<file path="config.mk">
export PLATFORM = sky130hd
export DESIGN_NAME = pll_drp_sequencer
export DESIGN_NICKNAME = d
export VERILOG_FILES = /design/src/rtl/pll_drp_sequencer.sv
export SDC_FILE = /design/constraint.sdc
export NUM_CORES = 1
export LEC_CHECK = 0
export ABC_AREA = 1
export CAP_MARGIN = 20
export CELL_PAD_IN_SITES_DETAIL_PLACEMENT = 0
export CELL_PAD_IN_SITES_GLOBAL_PLACEMENT = 1
export CORE_ASPECT_RATIO = 0.7
export CORE_MARGIN = 2
export CORE_UTILIZATION = 37
export CTS_CLUSTER_DIAMETER = 40
export CTS_CLUSTER_SIZE = 25
export DETAILED_ROUTE_END_ITERATION = 10
export PLACE_DENSITY_LB_ADDON = 0.25
export SYNTH_ARGS = -nofsm -noshare
export SYNTH_HDL_FRONTEND = slang
export SYNTH_SLANG_ARGS = --single-unit
</file>
<file path="constraint.sdc">
create_clock -name sys_clk -period 2.45 [get_ports sys_clk]
set_input_delay 0.49 -clock sys_clk [delete_from_list [all_inputs] [get_ports sys_clk]]
set_output_delay 0.49 -clock sys_clk [all_outputs]
set_load 0.05 [all_outputs]
</file>
<file path="src/rtl/pll_drp_sequencer.sv">
// DRP reconfiguration sequencer for a secondary Spartan-6 PLL_ADV clocked from sys_clk.
// Holds the PLL in reset, read-modify-writes each queued register, then releases and waits for lock.
module pll_drp_sequencer #(
  parameter int RST_HOLD     = 8,
  parameter int DRDY_TIMEOUT = 64,
  parameter int LOCK_TIMEOUT = 65535
) (
  input  logic        sys_clk,
  input  logic        sys_rst,
  input  logic        cmd_valid,
  output logic        cmd_ready,
  input  logic [4:0]  cmd_addr,
  input  logic [15:0] cmd_data,
  input  logic [15:0] cmd_mask,
  input  logic        cmd_last,
  output logic        busy,
  output logic        done,
  output logic        error,
  output logic [1:0]  err_code,
  output logic [4:0]  drp_daddr,
  output logic        drp_den,
  output logic        drp_dwe,
  output logic [15:0] drp_di,
  input  logic [15:0] drp_do,
  input  logic        drp_drdy,
  output logic        pll_rst,
  input  logic        pll_locked
);

  typedef enum logic [3:0] {
    S_IDLE,
    S_RST_HOLD,
    S_READ,
    S_RD_WAIT,
    S_WRITE,
    S_WR_WAIT,
    S_NEXT,
    S_RELEASE,
    S_LOCK_WAIT,
    S_ERROR
  } state_t;

  localparam logic [15:0] HOLD_INIT = 16'(RST_HOLD);
  localparam logic [15:0] DRDY_LIM  = 16'(DRDY_TIMEOUT - 1);
  localparam logic [15:0] LOCK_LIM  = 16'(LOCK_TIMEOUT - 1);

  localparam logic [1:0] ERR_RD_TMO   = 2'd1;
  localparam logic [1:0] ERR_WR_TMO   = 2'd2;
  localparam logic [1:0] ERR_LOCK_TMO = 2'd3;

  state_t      state;
  logic [15:0] cnt;
  logic [15:0] data_q;
  logic [15:0] mask_q;
  logic        last_q;
  logic        accept;

  // Mask bit 1 keeps the bit read back from the PLL, 0 takes the new value.
  function automatic logic [15:0] merge_bits(input logic [15:0] old_v,
                                             input logic [15:0] new_v,
                                             input logic [15:0] keep);
    return (old_v & keep) | (new_v & ~keep);
  endfunction

  function automatic logic [15:0] sat_inc(input logic [15:0] c);
    return (c == 16'hFFFF) ? c : c + 16'd1;
  endfunction

  assign accept = cmd_valid && cmd_ready;

  // Command payload is plain data and needs no reset.
  always_ff @(posedge sys_clk) begin
    if (accept) begin
      data_q <= cmd_data;
      mask_q <= cmd_mask;
      last_q <= cmd_last;
    end
  end

  always_ff @(posedge sys_clk) begin
    if (sys_rst) begin
      state     <= S_IDLE;
      cnt       <= 16'd0;
      cmd_ready <= 1'b1;
      busy      <= 1'b0;
      done      <= 1'b0;
      error     <= 1'b0;
      err_code  <= 2'd0;
      drp_den   <= 1'b0;
      drp_dwe   <= 1'b0;
      drp_daddr <= 5'd0;
      drp_di    <= 16'd0;
      pll_rst   <= 1'b0;
    end else begin
      done <= 1'b0;
      unique case (state)
        S_IDLE: begin
          if (accept) begin
            error     <= 1'b0;
            err_code  <= 2'd0;
            busy      <= 1'b1;
            pll_rst   <= 1'b1;
            cmd_ready <= 1'b0;
            drp_daddr <= cmd_addr;
            cnt       <= HOLD_INIT;
            state     <= S_RST_HOLD;
          end
        end

        S_RST_HOLD: begin
          if (cnt <= 16'd1) begin
            cnt     <= 16'd0;
            drp_den <= 1'b1;
            drp_dwe <= 1'b0;
            state   <= S_READ;
          end else begin
            cnt <= cnt - 16'd1;
          end
        end

        S_READ: begin
          drp_den <= 1'b0;
          cnt     <= 16'd0;
          state   <= S_RD_WAIT;
        end

        S_RD_WAIT: begin
          if (drp_drdy) begin
            drp_di  <= merge_bits(drp_do, data_q, mask_q);
            drp_den <= 1'b1;
            drp_dwe <= 1'b1;
            state   <= S_WRITE;
          end else if (cnt >= DRDY_LIM) begin
            error    <= 1'b1;
            err_code <= ERR_RD_TMO;
            pll_rst  <= 1'b0;
            busy     <= 1'b0;
            state    <= S_ERROR;
          end else begin
            cnt <= sat_inc(cnt);
          end
        end

        S_WRITE: begin
          drp_den <= 1'b0;
          drp_dwe <= 1'b0;
          cnt     <= 16'd0;
          state   <= S_WR_WAIT;
        end

        S_WR_WAIT: begin
          if (drp_drdy) begin
            if (last_q) begin
              pll_rst <= 1'b0;
              state   <= S_RELEASE;
            end else begin
              cmd_ready <= 1'b1;
              state     <= S_NEXT;
            end
          end else if (cnt >= DRDY_LIM) begin
            error    <= 1'b1;
            err_code <= ERR_WR_TMO;
            pll_rst  <= 1'b0;
            busy     <= 1'b0;
            state    <= S_ERROR;
          end else begin
            cnt <= sat_inc(cnt);
          end
        end

        // PLL stays in reset while software prepares the next command.
        S_NEXT: begin
          if (accept) begin
            cmd_ready <= 1'b0;
            drp_daddr <= cmd_addr;
            drp_den   <= 1'b1;
            drp_dwe   <= 1'b0;
            state     <= S_READ;
          end
        end

        S_RELEASE: begin
          cnt   <= 16'd0;
          state <= S_LOCK_WAIT;
        end

        S_LOCK_WAIT: begin
          if (pll_locked) begin
            done      <= 1'b1;
            busy      <= 1'b0;
            cmd_ready <= 1'b1;
            state     <= S_IDLE;
          end else if (cnt >= LOCK_LIM) begin
            error    <= 1'b1;
            err_code <= ERR_LOCK_TMO;
            busy     <= 1'b0;
            state    <= S_ERROR;
          end else begin
            cnt <= sat_inc(cnt);
          end
        end

        S_ERROR: begin
          cmd_ready <= 1'b1;
          state     <= S_IDLE;
        end

        default: begin
          state <= S_IDLE;
        end
      endcase
    end
  end

endmodule

</file>
# After elaboration in Yosys (flattened, before gate mapping)
# Cells that the tools add are included.
dict set report totals {
  ff_bits 83
  word_cells 133
  out_inout_bits 30
  input_bits 59
}
dict set report op_classes {
  n_lt_le_gt_ge 3
  add_sub_neg 2
  eq_ne 30
  n_reduce_logical 25
  bitwise 5
  n_mux 53
}
# cell count
set op_table {}
lappend op_table {{two-way mux 16 bit} 7}
lappend op_table {{one-hot mux 16 bit (5 select lines)} 1}
lappend op_table {{one-hot mux 4 bit (9 select lines)} 1}
lappend op_table {{bitwise AND 16 bit} 2}
lappend op_table {{two-way mux 4 bit} 8}
lappend op_table {{!= test 2 bit, second input constant} 16}
lappend op_table {{two-way mux 1 bit} 22}
lappend op_table {{adder 16 x 1 -> 16 bit, second input constant} 1}
lappend op_table {{equality test 16 bit, second input constant} 1}
lappend op_table {{equality test 4 x 3 -> 1 bit, second input constant} 4}
lappend op_table {{greater-or-equal comparator 16 bit, second input constant} 1}
lappend op_table {{greater-or-equal comparator 16 x 6 -> 1 bit, second input constant} 1}
lappend op_table {{less-or-equal comparator 16 x 1 -> 1 bit, second input constant} 1}
lappend op_table {{NOT 16 bit} 1}
lappend op_table {{OR 16 bit} 1}
lappend op_table {{AND reduction 4 bit} 4}
lappend op_table {{nonzero test 4 bit} 4}
lappend op_table {{subtractor 16 x 1 -> 16 bit, second input constant} 1}
lappend op_table {{two-way mux 2 bit} 7}
lappend op_table {{one-hot mux 1 bit (4 select lines)} 3}
lappend op_table {{AND reduction 6 bit} 2}
lappend op_table {{AND reduction 5 bit} 2}
lappend op_table {{one-hot mux 1 bit (3 select lines)} 3}
lappend op_table {{equality test 4 x 2 -> 1 bit, second input constant} 2}
lappend op_table {{14 further kinds} 22}

# Depth between registers and ports, before layout
# Gate-level depths: netlist of run 1.
dict set report depth {
  depth_word 5
  mapped_depth 12
  mapped_depth_nobuf 12
}

# Worst setup path before layout of run 1
# No wires, ideal clock.
dict set report synth_path {
  path_type {reg-to-reg}
  from {register cmd_ready}
  to {register cmd_ready}
  setup_slack_ps 158
  required_ps 2326
  setup_ps 124
  arrival_time_ps 2168
  synth_period_minus_slack_ps 2292
  stages_incl_launch_ff 8
  path_buffers 0
  cell_sequence {dfxtp_1 -> nand2_1 -> inv_1 -> nand2_1 -> inv_1 -> o21ai_0 -> a21oi_1 -> o21ai_0}
}
dict set report synth_between {
  elab_chain_len 3
}
# item line_no
set synth_lines {}
lappend synth_lines {{start, declared} 11} ;# output logic cmd_ready,
lappend synth_lines {{start signal, assigned} 84} ;# cmd_ready <= 1'b1;
lappend synth_lines {{start signal, assigned} 103} ;# cmd_ready <= 1'b0;
lappend synth_lines {{start signal, assigned} 157} ;# cmd_ready <= 1'b1;
lappend synth_lines {{logical AND 1 bit} 69} ;# assign accept = cmd_valid && cmd_ready;
lappend synth_lines {{via accept} 56} ;# logic accept;
lappend synth_lines {{!= test 2 x 1 -> 1 bit (no line)} -}
lappend synth_lines {{AND reduction 5 bit (no line)} -}
# The timed path passes the listed nets, and every way through them passes these cells.
# A chain may end at the register's enable or synchronous reset.

# Final worst setup path of run 1
dict set report layout_path {
  from {register cnt[0]}
  to {register cnt[9]}
}
dict set report layout_between {
  elab_chain_len 5
  word_cells_on_any_way 16
  classes_between {2 x add/sub; 3 x order compare; 3 x eq/ne; 7 x mux; 1 x reduce/logical}
}
# item line_no
set layout_lines {}
lappend layout_lines {{start, declared} 52} ;# logic [15:0] cnt;
lappend layout_lines {{start signal, assigned} 117} ;# cnt <= cnt - 16'd1;
lappend layout_lines {{start signal, assigned} 140} ;# cnt <= sat_inc(cnt);
lappend layout_lines {{start signal, assigned} 167} ;# cnt <= sat_inc(cnt);
lappend layout_lines {{adder 16 x 1 -> 16 bit / equality test 16 bit (equally long branches)} 66} ;# return (c == 16'hFFFF) ? c : c + 16'd1;
lappend layout_lines {{two-way mux 16 bit} 66}
lappend layout_lines {{two-way mux 16 bit, on equally long branches} {193, 133, 160}}
lappend layout_lines {{two-way mux 16 bit, on equally long branches} {188, 128}}
lappend layout_lines {{one-hot mux 16 bit (5 select lines)} 96} ;# unique case (state)
# Parallel ways exist; a longest one is shown, timed or not. The select of a mux whose other input is x is not followed.

==> impl_metrics.env, run 1 <==
export IMPL_layout_common_cells="160 x nand2_1, 88 x clkdlybuf4s50_1, 66 x nor2_1, 50 x dfxtp_1, 46 x inv_1"
export IMPL_hold_viol=0
export IMPL_start_util=0.375
export IMPL_ir_worst_vdd_v=0.000550
export IMPL_synthesis_area_mm2=0.00435
export IMPL_final_common_cell="nand2_1"
export IMPL_p_total_mw=6.10
export IMPL_grt_setup_unrepaired="false"
export IMPL_hold_class="flop to flop"
export IMPL_drt_first_pass_iters=5
export IMPL_place_inst=808
export IMPL_area_delta_synth_final_pct=30.3
export IMPL_post_cts_buffers=0
export IMPL_clk_pin_slew_ns=0.06
export IMPL_wl_met1_um=6220
export IMPL_utilization=0.489
export IMPL_htree_levels=3
export IMPL_crit_fanout=7
export IMPL_synth_seq_cells=83
export IMPL_gr_total_overflow=0
export IMPL_die_h_um=94.7
export IMPL_r2r_cells=11
export IMPL_vias_per_cell=4.90
export IMPL_postPlaceCellArea_mm2=0.00539
export IMPL_hold_end="drp_den$_SDFFE_PP0P_"
export IMPL_hold_path_depth=2
export IMPL_post_drt_wl_per_cell_um=14.9
export IMPL_drt_first_iter_violations=414
export IMPL_cts_sinks=83
export IMPL_num_rows=33
export IMPL_routed_wl_um=12300
export IMPL_portBuffers=88
export IMPL_die_w_um=134
export IMPL_ctsResizeCount=0
export IMPL_crit_path_start_kind="flop"
export IMPL_fin_ws_ns=0.393
export IMPL_slew_headroom=0.558
export IMPL_dp_slack_ns=0.269
export IMPL_tightest_slew_ns=0.658
export IMPL_finalSetupViolations=0
export IMPL_first_global_vias=3645
export IMPL_power_leakage_nw=2.43
export IMPL_syn_nets=635
export IMPL_arrival_ns=2.33
export IMPL_cts_hold_buf=0
export IMPL_ys_seq_area_frac=0.458
export IMPL_highest_layer="met4"
export IMPL_grt_first_pass_wirelength_um=19300
export IMPL_clk_latency_ns=0.35
export IMPL_drc=0
export IMPL_maxCapViolCount=0
export IMPL_final_cell_area_mm2=0.00567
export IMPL_met3WireLength_um=1020
export IMPL_cts_buffer_depth=2
export IMPL_cts_root_buf="clkbuf_16"
export IMPL_n_fill_cell=1105
export IMPL_drv_slew=0
export IMPL_multiInputGateArea_mm2=0.00204
export IMPL_status="finished, final reports clean"
export IMPL_synth_cell_types=33
export IMPL_cts_tree="built"
export IMPL_grtUsageTotal=0.197
export IMPL_min_period_ns=2.06
export IMPL_r2r_end="cnt[9]$_SDFFE_PP0P_"
export IMPL_avgSynthCellArea_um2=7.61
export IMPL_final_layout_size_suffix_gt1_frac=0.0840
export IMPL_worstSetupEndpointType="flop"
export IMPL_clock_fmax_mhz=486
export IMPL_dp_hpwl_um=9260
export IMPL_die_area_mm2=0.0127
export IMPL_ant_nets=0
export IMPL_crit_reg2reg_launch="cnt[0]$_SDFFE_PP0P_"
export IMPL_whs_ns=0.472
export IMPL_setup_tns_ns=0
export IMPL_antenna_found_initial=0
export IMPL_vias=4041
export IMPL_yosys_warnings=0
export IMPL_critPathRequiredTime_ns=2.73
export IMPL_design_core_area_mm2=0.0116
export IMPL_diodes=0
export IMPL_fin_nets=725
export IMPL_rrSetupSlack_ns=0.39
export IMPL_crit_type="flop to flop"
export IMPL_met2_length_um=4960
export IMPL_p_per_area_mw_per_mm2=1080
export IMPL_synthCells=572
export IMPL_numCtsBuffers=9
export IMPL_gp_congestion=0.906
export IMPL_fin_crit_sh=0.840
export IMPL_hp_start="drp_den$_SDFFE_PP0P_"
export IMPL_grt_max_degree=34
export IMPL_stdcell_count=824
export IMPL_seq_area_mm2=0.00199
export IMPL_io_pins=89
export IMPL_fin_skew_ns=0.00756
==> worst max-delay path by stage <==
stage | slack [ns] | depth (start not counted) | from | end
floorplan | 0.16 | 7 | cmd_ready$_SDFFE_PP1P_ | cmd_ready$_SDFFE_PP1P_
global placement | 0.31 | 11 | cmd_valid | cnt[1]$_SDFFE_PP0P_
detailed placement | 0.27 | 10 | cmd_valid | cnt[14]$_SDFFE_PP0P_
CTS | 0.39 | 11 | cnt[0]$_SDFFE_PP0P_ | cnt[9]$_SDFFE_PP0P_
global route | 0.16 | 11 | cnt[0]$_SDFFE_PP0P_ | cnt[15]$_SDFFE_PP0P_
finish | 0.39 | 11 | cnt[0]$_SDFFE_PP0P_ | cnt[9]$_SDFFE_PP0P_
==> cells in the mapped netlist <==
library cell    n  area, µm²
mux2i_1        16        160
and3_1          1       6.26
dfxtp_1        50       1000
nor2_4          2       22.5
nor2_2         11       68.8
nand2_4         1       11.3
a31oi_1         1       6.26
o211ai_1        3       22.5
ha_1            4       50.1
nand3b_1        2       15.0
nand3_2         3       30.0
nand4_1         7       43.8
nand2_2         5       31.3
buf_6           5       56.3
or2_2           3       18.8
buf_4           1       7.51
nor3_1          4       20.0
xor2_1          4       35.0
inv_2           4       15.0
clkbuf_8        1       13.8
nand2_1       160        601
inv_1          46        173
edfxtp_1       33        991
o21ai_0        43        215
o31ai_1         1       7.51
o22ai_1         2       12.5
nor2_1         66        248
a21oi_1        39        195
buf_2           8       40.0
nand3_1        38        190
xnor2_1         2       17.5
clkbuf_1        5       18.8
a211oi_1        1       7.51
==> final cells by class <==
type | count | area share
clock buffer | 9 | 0.0397
clock inverter | 7 | 0.0104
inverter | 50 | 0.0331
multi-input combinational | 419 | 0.359
sequential | 83 | 0.351
tap | 157 | 0.0346
timing repair buffer | 99 | 0.172
==> critical path, cell delays in order (launching register included) <==
cell	delay [ns]
dfxtp_1	0.44
inv_1	0.16
ha_1	0.27
o21ai_0	0.25
nor2_1	0.07
nand2_1	0.07
nand2_1	0.06
inv_1	0.28
nand2_1	0.08
nand2_1	0.10
nand2_1	0.06
a21oi_1	0.14
==> sequential cells by signal (all words and copies together) (netlist names), 2 cells and up <==
| name | cells |
|---|---|
| drp_di | 16 |
| drp_daddr | 5 |
| data_q | 16 |
| state | 4 |
| mask_q | 16 |
| cnt | 16 |
| err_code | 2 |
==> power by group <==
part	switching, mW	leakage (nW)	internal (mW)
Clock	0.597	0.139	0.706
Combinational	1.91	1.57	0.986
Sequential	0.212	0.724	1.69
==> logic make-up (layout without fill, tap and decap cells) <==
kind of cell,Yosys count,count (layout),synth area share
mux,16,16,0.0368
flops,83,83,0.458
simple gates,303,303,0.300
fa+ha+maj,4,4,0.0115
xor+xnor,6,6,0.0121
buf+inv,70,165,0.0745
compound gates,90,90,0.107
==> routing by layer <==
layer	global-route usage	vias to the layer above
met5	0	-
met4	0.0470	0
met3	0.0580	13
met2	0.280	153
met1	0.292	1814
li1	-	2061
Power figures use the tool's default switching activity.
==> inputs of run 2 (changes only) <==
--- a/config.mk
+++ b/config.mk
@@ -11,7 +11,7 @@
 export CELL_PAD_IN_SITES_GLOBAL_PLACEMENT = 1
 export CORE_ASPECT_RATIO = 0.7
 export CORE_MARGIN = 2
-export CORE_UTILIZATION = 37
+export CORE_UTILIZATION = 34
 export CTS_CLUSTER_DIAMETER = 40
 export CTS_CLUSTER_SIZE = 25
 export DETAILED_ROUTE_END_ITERATION = 10
==> constraint.sdc (replaced) <==
create_clock -name sys_clk -period 1.7 [get_ports sys_clk]
set_input_delay 0.34 -clock sys_clk [delete_from_list [all_inputs] [get_ports sys_clk]]
set_output_delay 0.34 -clock sys_clk [all_outputs]
set_load 0.05 [all_outputs]
==> impl_metrics.env, run 2 (synthesis results as in run 1) <==
export IMPL_status="complete, but fails checks"
export IMPL_failed_checks="setup timing"
export IMPL_vias=4517
export IMPL_hold_path_depth=2
export IMPL_num_rows=34
export IMPL_power_leakage_nw=3.03
export IMPL_design_core_area_mm2=0.0125
export IMPL_cts_sinks=83
export IMPL_whs_ns=0.469
export IMPL_slew_headroom=0.788
export IMPL_path_delay_family="simple AND/OR/NAND/NOR gates"
export IMPL_drt_first_pass_iters=5
export IMPL_die_area_mm2=0.0137
export IMPL_finalSetupViolations=1
export IMPL_arrival_ns=1.94
export IMPL_die_w_um=139
export IMPL_gp_congestion=0.924
export IMPL_htree_levels=3
export IMPL_crit_buf_inv=1
export IMPL_grt_max_degree=34
export IMPL_highest_layer="met4"
export IMPL_crit_fanout=7
export IMPL_grt_first_pass_wirelength_um=21700
export IMPL_gr_total_overflow=0
export IMPL_final_common_cell="nand2_1"
export IMPL_min_period_ns=1.72
export IMPL_clk_pin_slew_ns=0.07
export IMPL_cts_tree="built"
export IMPL_dp_hpwl_um=10100
export IMPL_diodes=0
export IMPL_critPathMaxStageDelay_ns=0.38
export IMPL_clock_fmax_mhz=580
export IMPL_portBuffers=88
export IMPL_wl_met1_um=7140
export IMPL_cts_root_buf="clkbuf_16"
export IMPL_grt_setup_unrepaired="true"
export IMPL_critical_path_most_common_cell="nand2_2"
export IMPL_met3WireLength_um=734
export IMPL_cts_buffer_depth=2
export IMPL_ir_worst_vdd_v=0.000902
export IMPL_post_drt_wl_per_cell_um=15.2
export IMPL_tightest_slew_ns=0.318
export IMPL_fin_skew_ns=0.00372
export IMPL_hold_class="flop to flop"
export IMPL_crit_type="flop to flop"
export IMPL_path_cells="nor2_4, nand3_2, nor2_4, nand2_2, nand2_2, clkinvlp_4, o21ai_2, nand2_2, nand2_1, nor2_1"
export IMPL_io_pins=89
export IMPL_worstSetupEndpointType="flop"
export IMPL_routed_wl_um=14000
export IMPL_first_global_vias=4217
export IMPL_grtUsageTotal=0.199
export IMPL_layout_common_cells="135 x nand2_1, 123 x buf_4, 58 x clkdlybuf4s50_1, 49 x nor2_1, 39 x inv_1"
export IMPL_numCtsBuffers=9
export IMPL_drv_slew=0
export IMPL_crit_slowest_cell="dfxtp_4"
export IMPL_r2r_cells=10
export IMPL_critPathRequiredTime_ns=1.92
export IMPL_fin_nets=817
export IMPL_antenna_found_initial=0
export IMPL_n_fill_cell=1158
export IMPL_fin_ws_ns=-0.0237
export IMPL_drc=0
export IMPL_hold_viol=0
export IMPL_maxCapViolCount=0
export IMPL_die_h_um=98.7
export IMPL_start_util=0.349
export IMPL_p_per_area_mw_per_mm2=1580
export IMPL_crit_cells=10
export IMPL_area_delta_synth_final_pct=55.1
export IMPL_ant_nets=0
export IMPL_utilization=0.541
export IMPL_vias_per_cell=4.90
export IMPL_crit_path_start_kind="flop"
export IMPL_final_layout_size_suffix_gt1_frac=0.340
export IMPL_fin_crit_sh=1.01
export IMPL_met2_length_um=6010
export IMPL_clk_latency_ns=0.34
export IMPL_drt_first_iter_violations=249
==> run 2: changes by cell type in the layout (fill, tap and decap cells not counted), sizes merged <==
cell,previous run,this run
inv,55,51
clkinvlp,1,4
clkdlybuf4s50,88,58
nand2,166,167
buf,11,131
clkbuf,9,10
clkinv,1,2
==> run 2: area by class of cell <==
class,instances,area (µm²),area share
clock inverters,7,71.3,0.0106
clock buffers,9,225,0.0334
multi-input cells,420,2350,0.348
inverters,50,203,0.0300
well taps,162,203,0.0300
repair buffers,190,1650,0.245
flip-flops and latches,83,2040,0.303
==> run 2: power breakdown <==
group | switching, mW | total (mW) | leakage [nW] | internal, mW
Sequential | 0.314 | 2.79 | 0.735 | 2.48
Clock | 0.897 | 1.93 | 0.139 | 1.03
Combinational | 3.45 | 5.97 | 2.16 | 2.51
Total | 4.66 | 10.7 | 3.03 | 6.02
==> run 2: layer usage <==
metal  vias to the layer above  global-route usage
li1                       2257                   -
met1                      2131               0.299
met2                       120               0.291
met3                         9              0.0413
met4                         0              0.0466
met5                         -                   0
==> run 2: worst paths after layout <==
| path | from | to | slack, ns |
|---|---|---|---|
| max | cnt[8]$_SDFFE_PP0P_ | cnt[1]$_SDFFE_PP0P_ | -0.02 |
| min | drp_den$_SDFFE_PP0P_ | drp_den$_SDFFE_PP0P_ | 0.47 |
| max reg2reg | cnt[8]$_SDFFE_PP0P_ | cnt[1]$_SDFFE_PP0P_ | -0.02 |
| min reg2reg | drp_den$_SDFFE_PP0P_ | drp_den$_SDFFE_PP0P_ | 0.47 |
==> run 2: timing repair <==
item,CTS,global route
hold buffers,0,0
pin swaps,3,37
gates cloned,0,2
setup endpoints to repair,23,26
resized for setup,27,101
setup buffers,1,11
==> run 2: through the flow <==
step                      TNS (ns)  area, µm²  setup slack, ns  power [mW]  cells
after floorplan                  0       4360           0.0196        5.73    572
after global placement       -5.19       5950           -0.311        7.68    891
after detailed placement     -6.20       5950           -0.321        7.76    891
after CTS                        0       6320         0.000841        9.86    908
after global routing        -0.901       6750           -0.120        11.4    921
final                      -0.0237       6750          -0.0237        10.7    921
==> run 2: worst reg2reg max path: cells and delay by family (launching register included) <==
kind            cells  cell delay, ns
buf+inv             1            0.24
simple gates        8            0.77
flops               1            0.38
compound gates      1            0.22
